===== config.mk =====
export PLATFORM = sky130hd
export DESIGN_NAME = mc_control_hs_flat
export DESIGN_NICKNAME = d
export VERILOG_FILES = /design/src/rtl/mc_pkg.sv /design/src/rtl/mc_control_hs_if.sv /design/src/rtl/mc_alu_dec.sv /design/src/rtl/mc_control_hs.sv /design/src/flat_wrapper.sv
export SDC_FILE = /design/constraint.sdc
export NUM_CORES = 1
export LEC_CHECK = 0
export ABC_AREA = 1
export BUFFER_PORTS_ARGS = -buffer_cell sky130_fd_sc_hd__clkbuf_2
export CAP_MARGIN = 20
export CORE_ASPECT_RATIO = 0.6
export CORE_UTILIZATION = 30
export CTS_CLUSTER_SIZE = 12
export DETAILED_ROUTE_END_ITERATION = 10
export SLEW_MARGIN = 40
export SYNTH_ARGS = -nofsm -noshare
export SYNTH_HDL_FRONTEND = slang
export SYNTH_SLANG_ARGS = --single-unit

===== constraint.sdc =====
create_clock -name clk -period 2.82 [get_ports clk]
set_input_delay 0.141 -clock clk [delete_from_list [all_inputs] [get_ports clk]]
set_output_delay 0.141 -clock clk [all_outputs]
set_load 0.005 [all_outputs]

===== src/rtl/mc_pkg.sv =====
// Shared types and encodings for the multicycle control unit and its ALU decoder.
package mc_pkg;

    typedef enum logic [3:0] {
        StFetch, StDecode, StMemAdr, StMemRd, StMemWb, StMemWr, StExecR, StExecI,
        StAluWb, StJal, StJalr, StJlink, StBranch, StLui, StAuipc, StTrap
    } state_e;

    typedef enum logic [1:0] {AluOpNone, AluOpAdd, AluOpSub, AluOpFunct} alu_op_e;

    localparam logic [6:0] OpLoad   = 7'b0000011;
    localparam logic [6:0] OpStore  = 7'b0100011;
    localparam logic [6:0] OpR      = 7'b0110011;
    localparam logic [6:0] OpImm    = 7'b0010011;
    localparam logic [6:0] OpJal    = 7'b1101111;
    localparam logic [6:0] OpJalr   = 7'b1100111;
    localparam logic [6:0] OpBranch = 7'b1100011;
    localparam logic [6:0] OpLui    = 7'b0110111;
    localparam logic [6:0] OpAuipc  = 7'b0010111;

    localparam logic [1:0] SrcAPc    = 2'b00;
    localparam logic [1:0] SrcAOldPc = 2'b01;
    localparam logic [1:0] SrcARs1   = 2'b10;
    localparam logic [1:0] SrcAZero  = 2'b11;
    localparam logic [1:0] SrcBRs2   = 2'b00;
    localparam logic [1:0] SrcBImm   = 2'b01;
    localparam logic [1:0] SrcBFour  = 2'b10;

    localparam logic [1:0] ResAluOut    = 2'b00;
    localparam logic [1:0] ResData      = 2'b01;
    localparam logic [1:0] ResAluResult = 2'b10;

    localparam logic [2:0] ImmI = 3'b000;
    localparam logic [2:0] ImmS = 3'b001;
    localparam logic [2:0] ImmB = 3'b010;
    localparam logic [2:0] ImmJ = 3'b011;
    localparam logic [2:0] ImmU = 3'b100;

    localparam logic [3:0] AluAdd  = 4'b0010;
    localparam logic [3:0] AluSub  = 4'b0110;
    localparam logic [3:0] AluSll  = 4'b0001;
    localparam logic [3:0] AluSlt  = 4'b0111;
    localparam logic [3:0] AluSltu = 4'b1001;
    localparam logic [3:0] AluXor  = 4'b0000;
    localparam logic [3:0] AluSrl  = 4'b0101;
    localparam logic [3:0] AluSra  = 4'b0100;
    localparam logic [3:0] AluOr   = 4'b1000;
    localparam logic [3:0] AluAnd  = 4'b0011;

    localparam logic [1:0] CauseNone    = 2'b00;
    localparam logic [1:0] CauseIllegal = 2'b01;
    localparam logic [1:0] CauseTimeout = 2'b10;

    function automatic logic [2:0] imm_sel(logic [6:0] op);
        case (op)
            OpStore:         return ImmS;
            OpBranch:        return ImmB;
            OpJal:           return ImmJ;
            OpLui, OpAuipc:  return ImmU;
            default:         return ImmI;
        endcase
    endfunction

endpackage


===== src/rtl/mc_control_hs_if.sv =====
// Instruction/status inputs and datapath control outputs of the multicycle controller.
interface mc_control_hs_if #(
    parameter int unsigned ALU_CTRL_W = 4
);
    logic [6:0]            op;
    logic [2:0]            funct3;
    logic                  funct7_5;
    logic                  zero;
    logic                  lt;
    logic                  ltu;
    logic                  mem_ready;
    logic                  trap_ack;
    logic                  pc_write;
    logic                  reg_write;
    logic                  ir_write;
    logic                  mem_req;
    logic                  mem_write;
    logic                  adr_src;
    logic [1:0]            result_src;
    logic [1:0]            alu_src_a;
    logic [1:0]            alu_src_b;
    logic [2:0]            imm_src;
    logic [ALU_CTRL_W-1:0] alu_control;
    logic                  trap;
    logic [1:0]            trap_cause;
    logic [3:0]            state_o;

    modport master (
        input  op, funct3, funct7_5, zero, lt, ltu, mem_ready, trap_ack,
        output pc_write, reg_write, ir_write, mem_req, mem_write, adr_src, result_src,
               alu_src_a, alu_src_b, imm_src, alu_control, trap, trap_cause, state_o
    );

    modport slave (
        output op, funct3, funct7_5, zero, lt, ltu, mem_ready, trap_ack,
        input  pc_write, reg_write, ir_write, mem_req, mem_write, adr_src, result_src,
               alu_src_a, alu_src_b, imm_src, alu_control, trap, trap_cause, state_o
    );
endinterface


===== src/rtl/mc_alu_dec.sv =====
// ALU operation decoder: maps the controller's ALU request plus funct fields to an ALU code.
module mc_alu_dec
    import mc_pkg::*;
(
    input  alu_op_e    alu_op,
    input  logic [2:0] funct3,
    input  logic       funct7_5,
    input  logic       is_rtype,
    output logic [3:0] alu_control
);
    always_comb begin
        alu_control = 4'b0000;
        case (alu_op)
            AluOpAdd: alu_control = AluAdd;
            AluOpSub: alu_control = AluSub;
            AluOpFunct: begin
                case (funct3)
                    // addi has no subtract form, so funct7_5 only matters for R-type
                    3'b000: alu_control = (is_rtype && funct7_5) ? AluSub : AluAdd;
                    3'b001: alu_control = AluSll;
                    3'b010: alu_control = AluSlt;
                    3'b011: alu_control = AluSltu;
                    3'b100: alu_control = AluXor;
                    3'b101: alu_control = funct7_5 ? AluSra : AluSrl;
                    3'b110: alu_control = AluOr;
                    default: alu_control = AluAnd;
                endcase
            end
            default: alu_control = 4'b0000;
        endcase
    end
endmodule


===== src/rtl/mc_control_hs.sv =====
// Multicycle RV32I main controller with memory handshake, wait timeout and trap state.
module mc_control_hs
    import mc_pkg::*;
#(
    parameter int unsigned ALU_CTRL_W  = 4,
    parameter int unsigned MEM_TIMEOUT = 0
) (
    input  logic            clk,
    input  logic            reset_n,
    mc_control_hs_if.master bus
);
    localparam int unsigned CntW = (MEM_TIMEOUT > 1) ? $clog2(MEM_TIMEOUT + 1) : 1;

    state_e          state_q, state_d;
    logic [1:0]      cause_q, cause_d;
    logic [CntW-1:0] wait_cnt_q, wait_cnt_d;
    alu_op_e         alu_op;
    logic            is_rtype, ready, mem_req, timeout_hit;
    logic [3:0]      alu_code;

    // Reset masks the handshake so outputs look like an idle FETCH while held in reset
    assign ready = bus.mem_ready & reset_n;

    always_comb begin
        state_d        = state_q;
        cause_d        = cause_q;
        alu_op         = AluOpNone;
        is_rtype       = 1'b0;
        mem_req        = 1'b0;
        bus.pc_write   = 1'b0;
        bus.reg_write  = 1'b0;
        bus.ir_write   = 1'b0;
        bus.mem_write  = 1'b0;
        bus.adr_src    = 1'b0;
        bus.result_src = ResAluOut;
        bus.alu_src_a  = SrcAPc;
        bus.alu_src_b  = SrcBRs2;
        bus.trap       = 1'b0;
        bus.trap_cause = CauseNone;
        unique case (state_q)
            StFetch: begin
                mem_req        = reset_n;
                bus.alu_src_b  = SrcBFour;
                alu_op         = AluOpAdd;
                bus.result_src = ResAluResult;
                if (ready) begin
                    bus.ir_write = 1'b1;
                    bus.pc_write = 1'b1;
                    state_d      = StDecode;
                end
            end
            StDecode: begin
                bus.alu_src_a = SrcAOldPc;
                bus.alu_src_b = SrcBImm;
                alu_op        = AluOpAdd;
                case (bus.op)
                    OpLoad, OpStore: state_d = StMemAdr;
                    OpR:             state_d = StExecR;
                    OpImm:           state_d = StExecI;
                    OpJal:           state_d = StJal;
                    OpJalr:          state_d = StJalr;
                    OpBranch:        state_d = StBranch;
                    OpLui:           state_d = StLui;
                    OpAuipc:         state_d = StAuipc;
                    default: begin
                        state_d = StTrap;
                        cause_d = CauseIllegal;
                    end
                endcase
            end
            StMemAdr: begin
                bus.alu_src_a = SrcARs1;
                bus.alu_src_b = SrcBImm;
                alu_op        = AluOpAdd;
                state_d       = (bus.op == OpStore) ? StMemWr : StMemRd;
            end
            StMemRd: begin
                mem_req     = 1'b1;
                bus.adr_src = 1'b1;
                if (ready) state_d = StMemWb;
            end
            StMemWb: begin
                bus.result_src = ResData;
                bus.reg_write  = 1'b1;
                state_d        = StFetch;
            end
            StMemWr: begin
                mem_req       = 1'b1;
                bus.mem_write = 1'b1;
                bus.adr_src   = 1'b1;
                if (ready) state_d = StFetch;
            end
            StExecR: begin
                bus.alu_src_a = SrcARs1;
                alu_op        = AluOpFunct;
                is_rtype      = 1'b1;
                state_d       = StAluWb;
            end
            StExecI: begin
                bus.alu_src_a = SrcARs1;
                bus.alu_src_b = SrcBImm;
                alu_op        = AluOpFunct;
                state_d       = StAluWb;
            end
            StAluWb: begin
                bus.reg_write = 1'b1;
                state_d       = StFetch;
            end
            StJal: begin
                bus.pc_write  = 1'b1;
                bus.alu_src_a = SrcAOldPc;
                bus.alu_src_b = SrcBFour;
                alu_op        = AluOpAdd;
                state_d       = StAluWb;
            end
            StJalr: begin
                bus.alu_src_a  = SrcARs1;
                bus.alu_src_b  = SrcBImm;
                alu_op         = AluOpAdd;
                bus.result_src = ResAluResult;
                bus.pc_write   = 1'b1;
                state_d        = StJlink;
            end
            StJlink: begin
                bus.alu_src_a = SrcAOldPc;
                bus.alu_src_b = SrcBFour;
                alu_op        = AluOpAdd;
                state_d       = StAluWb;
            end
            StBranch: begin
                bus.alu_src_a = SrcARs1;
                alu_op        = AluOpSub;
                state_d       = StFetch;
                case (bus.funct3)
                    3'b000: bus.pc_write = bus.zero;
                    3'b001: bus.pc_write = ~bus.zero;
                    3'b100: bus.pc_write = bus.lt;
                    3'b101: bus.pc_write = ~bus.lt;
                    3'b110: bus.pc_write = bus.ltu;
                    3'b111: bus.pc_write = ~bus.ltu;
                    default: begin
                        state_d = StTrap;
                        cause_d = CauseIllegal;
                    end
                endcase
            end
            StLui: begin
                bus.alu_src_a = SrcAZero;
                bus.alu_src_b = SrcBImm;
                alu_op        = AluOpAdd;
                state_d       = StAluWb;
            end
            StAuipc: begin
                bus.alu_src_a = SrcAOldPc;
                bus.alu_src_b = SrcBImm;
                alu_op        = AluOpAdd;
                state_d       = StAluWb;
            end
            StTrap: begin
                bus.trap       = 1'b1;
                bus.trap_cause = cause_q;
                if (bus.trap_ack) begin
                    state_d = StFetch;
                    cause_d = CauseNone;
                end
            end
        endcase
        // A ready in the final allowed cycle still completes normally
        timeout_hit = (MEM_TIMEOUT != 0) && mem_req && !ready &&
                      (wait_cnt_q == CntW'(MEM_TIMEOUT - 1));
        if (timeout_hit) begin
            state_d = StTrap;
            cause_d = CauseTimeout;
        end
        wait_cnt_d = wait_cnt_q;
        if (state_d != state_q) begin
            wait_cnt_d = '0;
        end else if (mem_req && !ready) begin
            wait_cnt_d = wait_cnt_q + CntW'(1);
        end
    end

    always_ff @(posedge clk or negedge reset_n) begin
        if (!reset_n) begin
            state_q    <= StFetch;
            cause_q    <= CauseNone;
            wait_cnt_q <= '0;
        end else begin
            state_q    <= state_d;
            cause_q    <= cause_d;
            wait_cnt_q <= wait_cnt_d;
        end
    end

    mc_alu_dec u_alu_dec (
        .alu_op      (alu_op),
        .funct3      (bus.funct3),
        .funct7_5    (bus.funct7_5),
        .is_rtype    (is_rtype),
        .alu_control (alu_code)
    );

    assign bus.mem_req     = mem_req;
    assign bus.alu_control = ALU_CTRL_W'(alu_code);
    assign bus.imm_src     = imm_sel(bus.op);
    assign bus.state_o     = state_q;
endmodule


===== src/flat_wrapper.sv =====
// flat-port wrapper written by rule: the top's interface ports become plain ports
module mc_control_hs_flat import mc_pkg::*;
#(
    parameter int unsigned ALU_CTRL_W  = 4,
    parameter int unsigned MEM_TIMEOUT = 0
)
  (clk, reset_n, bus_op, bus_funct3, bus_funct7_5, bus_zero, bus_lt, bus_ltu, bus_mem_ready, bus_trap_ack, bus_pc_write, bus_reg_write, bus_ir_write, bus_mem_req, bus_mem_write, bus_adr_src, bus_result_src, bus_alu_src_a, bus_alu_src_b, bus_imm_src, bus_alu_control, bus_trap, bus_trap_cause, bus_state_o);
  mc_control_hs_if #(.ALU_CTRL_W(ALU_CTRL_W)) bus_i ();
  input  logic clk;
  input  logic reset_n;
  input wire logic [$bits(bus_i.op)-1:0] bus_op;
  input wire logic [$bits(bus_i.funct3)-1:0] bus_funct3;
  input wire logic [$bits(bus_i.funct7_5)-1:0] bus_funct7_5;
  input wire logic [$bits(bus_i.zero)-1:0] bus_zero;
  input wire logic [$bits(bus_i.lt)-1:0] bus_lt;
  input wire logic [$bits(bus_i.ltu)-1:0] bus_ltu;
  input wire logic [$bits(bus_i.mem_ready)-1:0] bus_mem_ready;
  input wire logic [$bits(bus_i.trap_ack)-1:0] bus_trap_ack;
  output wire logic [$bits(bus_i.pc_write)-1:0] bus_pc_write;
  output wire logic [$bits(bus_i.reg_write)-1:0] bus_reg_write;
  output wire logic [$bits(bus_i.ir_write)-1:0] bus_ir_write;
  output wire logic [$bits(bus_i.mem_req)-1:0] bus_mem_req;
  output wire logic [$bits(bus_i.mem_write)-1:0] bus_mem_write;
  output wire logic [$bits(bus_i.adr_src)-1:0] bus_adr_src;
  output wire logic [$bits(bus_i.result_src)-1:0] bus_result_src;
  output wire logic [$bits(bus_i.alu_src_a)-1:0] bus_alu_src_a;
  output wire logic [$bits(bus_i.alu_src_b)-1:0] bus_alu_src_b;
  output wire logic [$bits(bus_i.imm_src)-1:0] bus_imm_src;
  output wire logic [$bits(bus_i.alu_control)-1:0] bus_alu_control;
  output wire logic [$bits(bus_i.trap)-1:0] bus_trap;
  output wire logic [$bits(bus_i.trap_cause)-1:0] bus_trap_cause;
  output wire logic [$bits(bus_i.state_o)-1:0] bus_state_o;
  assign bus_i.op = bus_op;
  assign bus_i.funct3 = bus_funct3;
  assign bus_i.funct7_5 = bus_funct7_5;
  assign bus_i.zero = bus_zero;
  assign bus_i.lt = bus_lt;
  assign bus_i.ltu = bus_ltu;
  assign bus_i.mem_ready = bus_mem_ready;
  assign bus_i.trap_ack = bus_trap_ack;
  assign bus_pc_write = bus_i.pc_write;
  assign bus_reg_write = bus_i.reg_write;
  assign bus_ir_write = bus_i.ir_write;
  assign bus_mem_req = bus_i.mem_req;
  assign bus_mem_write = bus_i.mem_write;
  assign bus_adr_src = bus_i.adr_src;
  assign bus_result_src = bus_i.result_src;
  assign bus_alu_src_a = bus_i.alu_src_a;
  assign bus_alu_src_b = bus_i.alu_src_b;
  assign bus_imm_src = bus_i.imm_src;
  assign bus_alu_control = bus_i.alu_control;
  assign bus_trap = bus_i.trap;
  assign bus_trap_cause = bus_i.trap_cause;
  assign bus_state_o = bus_i.state_o;
  mc_control_hs #(.ALU_CTRL_W(ALU_CTRL_W), .MEM_TIMEOUT(MEM_TIMEOUT)) u_core (.clk(clk), .reset_n(reset_n), .bus(bus_i));
endmodule

==> run_results.csv, run 1 <==
group,metric,value,unit
final_layout,nets,233,
logic_synthesis,yosys-top-cells-area,"nand2_1 20%, dfrtp_1 14%, inv_1 10%",
logic_synthesis,synth_top_area_share,19.63,%
detailed_routing,drt-total-wl,2.589,mm
power_and_ir_drop,power,975.6,uW
setup_path,cp.required,2680,ps
clock_tree,clock_path_buffers,2,
power_and_ir_drop,ir_drop,0.4841,mV
logic_synthesis,synth_cell_type_count,25,
clock_tree,root_buffer,"clkbuf_8",
die,die_h,43.94,um
flow_run,maxCapViolCount,0,
logic_synthesis,avgSynthCellArea,5.205,um^2
logic_synthesis,ys.flop_type,"dfrtp_1",
placement,gp_congestion,0.8967,
die,dieArea,3160,um^2
grt,overflow,0,
sta,hold_viol_final,0,
final_layout,fin_area,1182,um^2
logic_synthesis,netlist_area,879.6,um^2
setup_path,critical_path.max_stage_delay,450,ps
grt,grt_pass1_vias,948,
setup_path,cp.arrival,1630,ps
logic_synthesis,synth_edf_count,0,
sta,period_share,62.63,%
final_layout,antenna_cells,0,
logic_synthesis,yosysMostFrequentCell,"nand2_1",
die,io_pins,44,
sta,tns,0,ps
run_status,outcome,"finished, final reports clean",
sta,drv_slew,0,
logic_synthesis,seq_area_frac_synth,14.22,%
logic_synthesis,async_flop_share,100.0,%
placement,place_area,1127,um^2
detailed_routing,vias,1176,
clock_tree,cts.clk_slew.worst_paths,40,ps
detailed_routing,drcViolationCount,0,
min_path,hold_path.class,"primary input to flip-flop",
logic_synthesis,syn_inst,169,
clock_tree,clk_latency,230,ps
sta,clock.fmax,566.2,MHz
setup_path,path_class,"flip-flop to output port",
logic_synthesis,yosys.area.top_type,"nand2_1",
final_layout,drive_gt1_share,30.37,%
power_and_ir_drop,p_leak,0.0007113,uW
final_layout,area_growth,34.42,%
logic_synthesis,synth_nets,187,
die,core,2645,um^2
die,die_w,71.91,um
placement,io_buffers,42,
logic_synthesis,synth_warnings,0,
logic_synthesis,synthTopCellsByCount,"46 x nand2_1, 24 x inv_1, 24 x nor2_1, 12 x nand3_1, 11 x a21oi_1",
sta,setup_viol,0,
power_and_ir_drop,p_per_area,825.1,nW/um^2
setup_path,cp_max_fo,6,
setup_path,critical_path.startpoint_type,"flip-flop",
clock_tree,clock_sinks,5,
die,initial_utilization,33.25,%
detailed_routing,routedWlPerCell,10.19,um
detailed_routing,firstDrtPassIters,6,
setup_path,endpoint_kind,"output port",
clock_tree,htreeDepth,1,
detailed_routing,ant_nets,0,
clock_tree,cts_inserted_buffers,3,
setup_path,cp_cell_sequence,"nor2_2 > inv_2 > nor2_4 > inv_2 > nor2_1 > inv_1 > nand3_1 > clkbuf_2",
logic_synthesis,ys_ff_latch,5,
detailed_routing,drt-initial-drc-count,55,
sta,finalCriticalPeriod,1766,ps
detailed_routing,avgViaCountPerCell,4.630,
setup_path,path_common_cell,"inv_2",
setup_path,r2r_setup_slack,1310,ps
clock_tree,post_cts_resized,0,
sta,fin_skew,4.060,ps
grt,antenna_found_initial,0,
grt,grt_pass1_wl,4.243,mm
grt,grtUsageTotal,17.63,%
grt,grt_max_degree,9,
setup_path,slowest_stage,"dfrtp_1",
die,rows,14,
placement,hpwlAfterDp,2.180,mm
sta,rsz0062_at_grt,"false",
clock_tree,cts_tree,"built",
## timing repair
item                                   4_1_cts  5_1_grt
hold buffers                                 1        0
setup buffers                                0        0
endpoints found under the hold margin        5        0
## stage by stage
stage,setup slack (ps),hold slack (ps),cells,utilization (%)
floorplan,1480,-154.6,169,-
CTS,1053,221.3,254,44.70
global route,905.1,230.1,254,44.70
finish,1054,227.6,254,44.70
global placement,1348,-10.21,249,42.62
detailed placement,1302,-11.43,249,42.62
## layout by cell type, fill, tap and decap left out, types with 2 or more instances in the layout
cell type / count
clkbuf_8: 3
inv_2: 5
nand3_1: 12
clkbuf_2: 42
nand4_1: 3
inv_1: 24
nand2_1: 46
a21oi_1: 11
o21ai_0: 7
dfrtp_1: 5
a21oi_2: 2
a31oi_1: 2
nor3_1: 6
nor2_2: 5
nor2_4: 2
nand2_2: 5
nor2_1: 24
## final timing paths
kind / from / end / cells after the start
worst max-delay path: u_core.bus.state_o[3] / bus_pc_write / 8
worst min-delay path: bus_mem_ready / u_core.bus.state_o[0] / 3
worst max register to register: u_core.bus.state_o[3] / u_core.bus.state_o[2] / 10
worst min register to register: u_core.cause_q[0] / u_core.cause_q[0] / 2
max in group asynchronous: reset_n / u_core.bus.state_o[3] / 2
min in group asynchronous: reset_n / u_core.bus.state_o[0] / 2
## final cells by class
cell class                 instances  area [um^2]
inverter                          29        108.9
sequential                         5        125.1
fill                             294         1463
clock buffer                       4        45.04
tap                               40        50.05
timing repair buffer              43        220.2
multi-input combinational        133        633.1
## logic make-up after synthesis
family	count (synthesis)	share of synthesized area (%)
other	1	0.4263
DFF	5	14.22
buffers and inverters	31	13.80
AOI/OAI and AO/OA	26	16.93
and+or+nand+nor	106	54.63
## registers in the layout, summed over array words and instances (netlist names)
signal and count:
u_core.bus.state_o 4, u_core.cause_q 1
## routing by layer
layer | global-route usage, % | wire, um
met5 | 0 | 0
met3 | 6.512 | 277
met4 | 2.353 | 0
met1 | 29.07 | 1451
met2 | 20.57 | 860
## power breakdown
group / switching [uW] / leakage [uW] / internal [uW] / total [uW]
clock network: 38.9 / 0.0000228 / 97.3 / 136
registers: 53.6 / 0.0000591 / 106 / 159
logic: 415 / 0.000630 / 265 / 680
## critical path: cells and delay by family, from the launching register on
family / cells / cell delay, ps
buffers and inverters: 4 / 350
and+or+nand+nor: 4 / 600
DFF: 1 / 450
(Power assumes the default switching activity.)
==> run 2, diff against run 1 <==
==> constraint.sdc (replaced) <==
create_clock -name clk -period 1.5 [get_ports clk]
set_input_delay 0.075 -clock clk [delete_from_list [all_inputs] [get_ports clk]]
set_output_delay 0.075 -clock clk [all_outputs]
set_load 0.005 [all_outputs]
==> run 2 against run 1 <==
Effect of this change:
- the run now ends with negative setup slack left
- largest cell class unchanged
- routed wire length increased by 17%
- critical endpoint unchanged
- die area unchanged
- clock skew decreased by 0.89 ps
- worst hold slack got worse by 81 ps
- sequential power increased by 100%
==> run_results.csv, run 2 (synthesis results as in run 1) <==
group,metric,value,unit
clock_tree,clock_path_buffers,2,
die,io_pins,44,
detailed_routing,ant_nets,0,
detailed_routing,drcViolationCount,0,
grt,grt_pass1_vias,992,
setup_path,worstReg2RegStart,"u_core.bus.state_o[2]",
setup_path,cp.arrival,1450,ps
power_and_ir_drop,p_clk_share,11.1,%
detailed_routing,routedWlPerCell,11.31,um
clock_tree,htreeDepth,1,
setup_path,critical_path.startpoint_type,"flip-flop",
setup_path,path_class,"flip-flop to output port",
final_layout,area_growth,54.62,%
sta,clock.fmax,657.8,MHz
clock_tree,clk_latency,220,ps
min_path,worstHoldStart,"bus_mem_ready",
die,initial_utilization,33.25,%
power_and_ir_drop,ir_drop,0.6657,mV
placement,gp_congestion,0.8886,
detailed_routing,avgViaCountPerCell,4.816,
die,die_w,71.91,um
final_layout,fill_cells,283,
sta,fin_ws,-20.32,ps
clock_tree,cts_tree,"built",
power_and_ir_drop,intPower,1143,uW
power_and_ir_drop,p_switching,1134,uW
final_layout,final_common_cell,"nand2_1",
sta,hold_viol_final,0,
setup_path,critical_path.max_stage_delay,460,ps
clock_tree,root_buffer,"clkbuf_8",
detailed_routing,drt-total-wl,3.020,mm
run_status,violations,"negative setup slack",
grt,antenna_found_initial,0,
die,core,2645,um^2
min_path,min_to,"u_core.bus.state_o[0]",
die,die_h,43.94,um
setup_path,cp_max_fo,6,
placement,io_buffers,42,
placement,hpwlAfterDp,2.243,mm
final_layout,utilization,51.42,%
min_path,hold_path.class,"primary input to flip-flop",
grt,overflow,0,
clock_tree,cts_inserted_buffers,3,
final_layout,regArea,130.1,um^2
final_layout,final_cell_mix,"45 x nand2_1, 41 x clkbuf_2, 22 x inv_1, 21 x nor2_1, 12 x buf_4",
setup_path,r2r_cells,10,
power_and_ir_drop,pwr-share-comb,74.9,%
die,rows,14,
sta,finalCriticalPeriod,1520,ps
clock_tree,cts.clk_slew.worst_paths,40,ps
setup_path,rr_endpoint,"u_core.bus.state_o[2]",
power_and_ir_drop,p_per_area,1674,nW/um^2
detailed_routing,drt-initial-drc-count,83,
detailed_routing,firstDrtPassIters,4,
grt,grt_pass1_wl,4.602,mm
grt,grt_max_degree,9,
setup_path,cp.required,1420,ps
sta,drv_slew,0,
sta,rsz0062_at_grt,"true",
detailed_routing,vias,1286,
power_and_ir_drop,p_leak,0.0007841,uW
setup_path,cp_cell_sequence,"inv_4 > nand2_4 > nor2_4 > inv_4 > nor2_4 > inv_1 > nand3_1 > clkbuf_2",
final_layout,drive_gt1_share,40.09,%
power_and_ir_drop,swShare,49.81,%
sta,period_share,101.4,%
final_layout,largest_reg_flops,4,
die,dieArea,3160,um^2
setup_path,slowest_stage,"dfrtp_2",
setup_path,r2r_setup_slack,50,ps
final_layout,nets,246,
min_path,whs_path_depth,3,
final_layout,multi_input_comb_area,688.2,um^2
power_and_ir_drop,seq_power_share,14.0,%
sta,setup_viol,1,
power_and_ir_drop,power,2277,uW
clock_tree,clock_sinks,5,
placement,place_area,1150,um^2
placement,dp_cells,252,
grt,grtUsageTotal,18.89,%
sta,fin_skew,3.171,ps
final_layout,finalNonFillerCells,267,
run_status,outcome,"complete, but fails checks",
final_layout,fin_area,1360,um^2
final_layout,antenna_cells,0,
setup_path,endpoint_kind,"output port",
flow_run,maxCapViolCount,0,
[run 2: cell types whose count changed in the layout (fill, tap and decap cells not counted), moves of 3 or more]
cell,change
nor2_4,+4
buf_4,+12
inv_4,+3
dfrtp_1,-4
dfrtp_2,+4
nor2_1,-3
[run 2: worst max-delay path by stage]
stage,start,end,slack (ps),cells after the start
floorplan,u_core.bus.state_o[2],u_core.bus.state_o[2],160,10
global placement,u_core.bus.state_o[3],bus_alu_control[2],110,8
detailed placement,u_core.bus.state_o[3],u_core.bus.state_o[2],80,10
CTS,u_core.bus.state_o[2],bus_pc_write,8,8
global route,u_core.bus.state_o[2],bus_pc_write,-80,8
finish,u_core.bus.state_o[1],bus_pc_write,-20,8
[run 2: power groups by stage]
stage	Sequential, uW	Clock (uW)	Combinational, uW
after CTS	311	259	1470
final	319	252	1710
after global placement	292	0	1340
after global routing	327	268	1860
after detailed placement	293	0	1340
after floorplan	280	0	846
[run 2: through the flow]
stage                     setup TNS, ps  hold WS, ps  setup WS (ps)
after global placement                0       -72.04          108.2
after CTS                             0        142.1          7.731
final                            -20.32        146.8         -20.32
after floorplan                       0       -220.6          159.7
after global routing             -237.1        172.8         -76.95
after detailed placement              0       -67.83          80.97
[run 2: worst max-delay path: cells and delay by family, from the launching register on]
kind / cells / cell delay (ps)
flip-flops: 1 / 460
AND/OR/NAND/NOR: 4 / 430
buffers and inverters: 4 / 330
[run 2: what timing repair did]
action,4_1_cts,5_1_grt
hold buffers,1,0
resized for setup,15,9
pin swaps,1,4
hold endpoints to repair,5,0
endpoints found under the setup margin,8,12
buffers inserted,3,7
[run 2: layer usage]
metal	part of all wire (%)	wire, um	up-vias	GRT usage, %
li1	-	-	654	-
met1	51	1548	575	29.94
met2	40	1205	57	23.77
met3	8.8	266	0	6.977
met4	0	0	0	2.353
met5	0	0	-	0
[run 2: final cells by class]
type | count | area share (%)
Sequential cell | 5 | 9.568
Tap cell | 40 | 3.680
Timing Repair Buffer | 56 | 24.29
Multi-Input combinational cell | 133 | 50.60
Inverter | 29 | 8.556
Clock buffer | 4 | 3.312
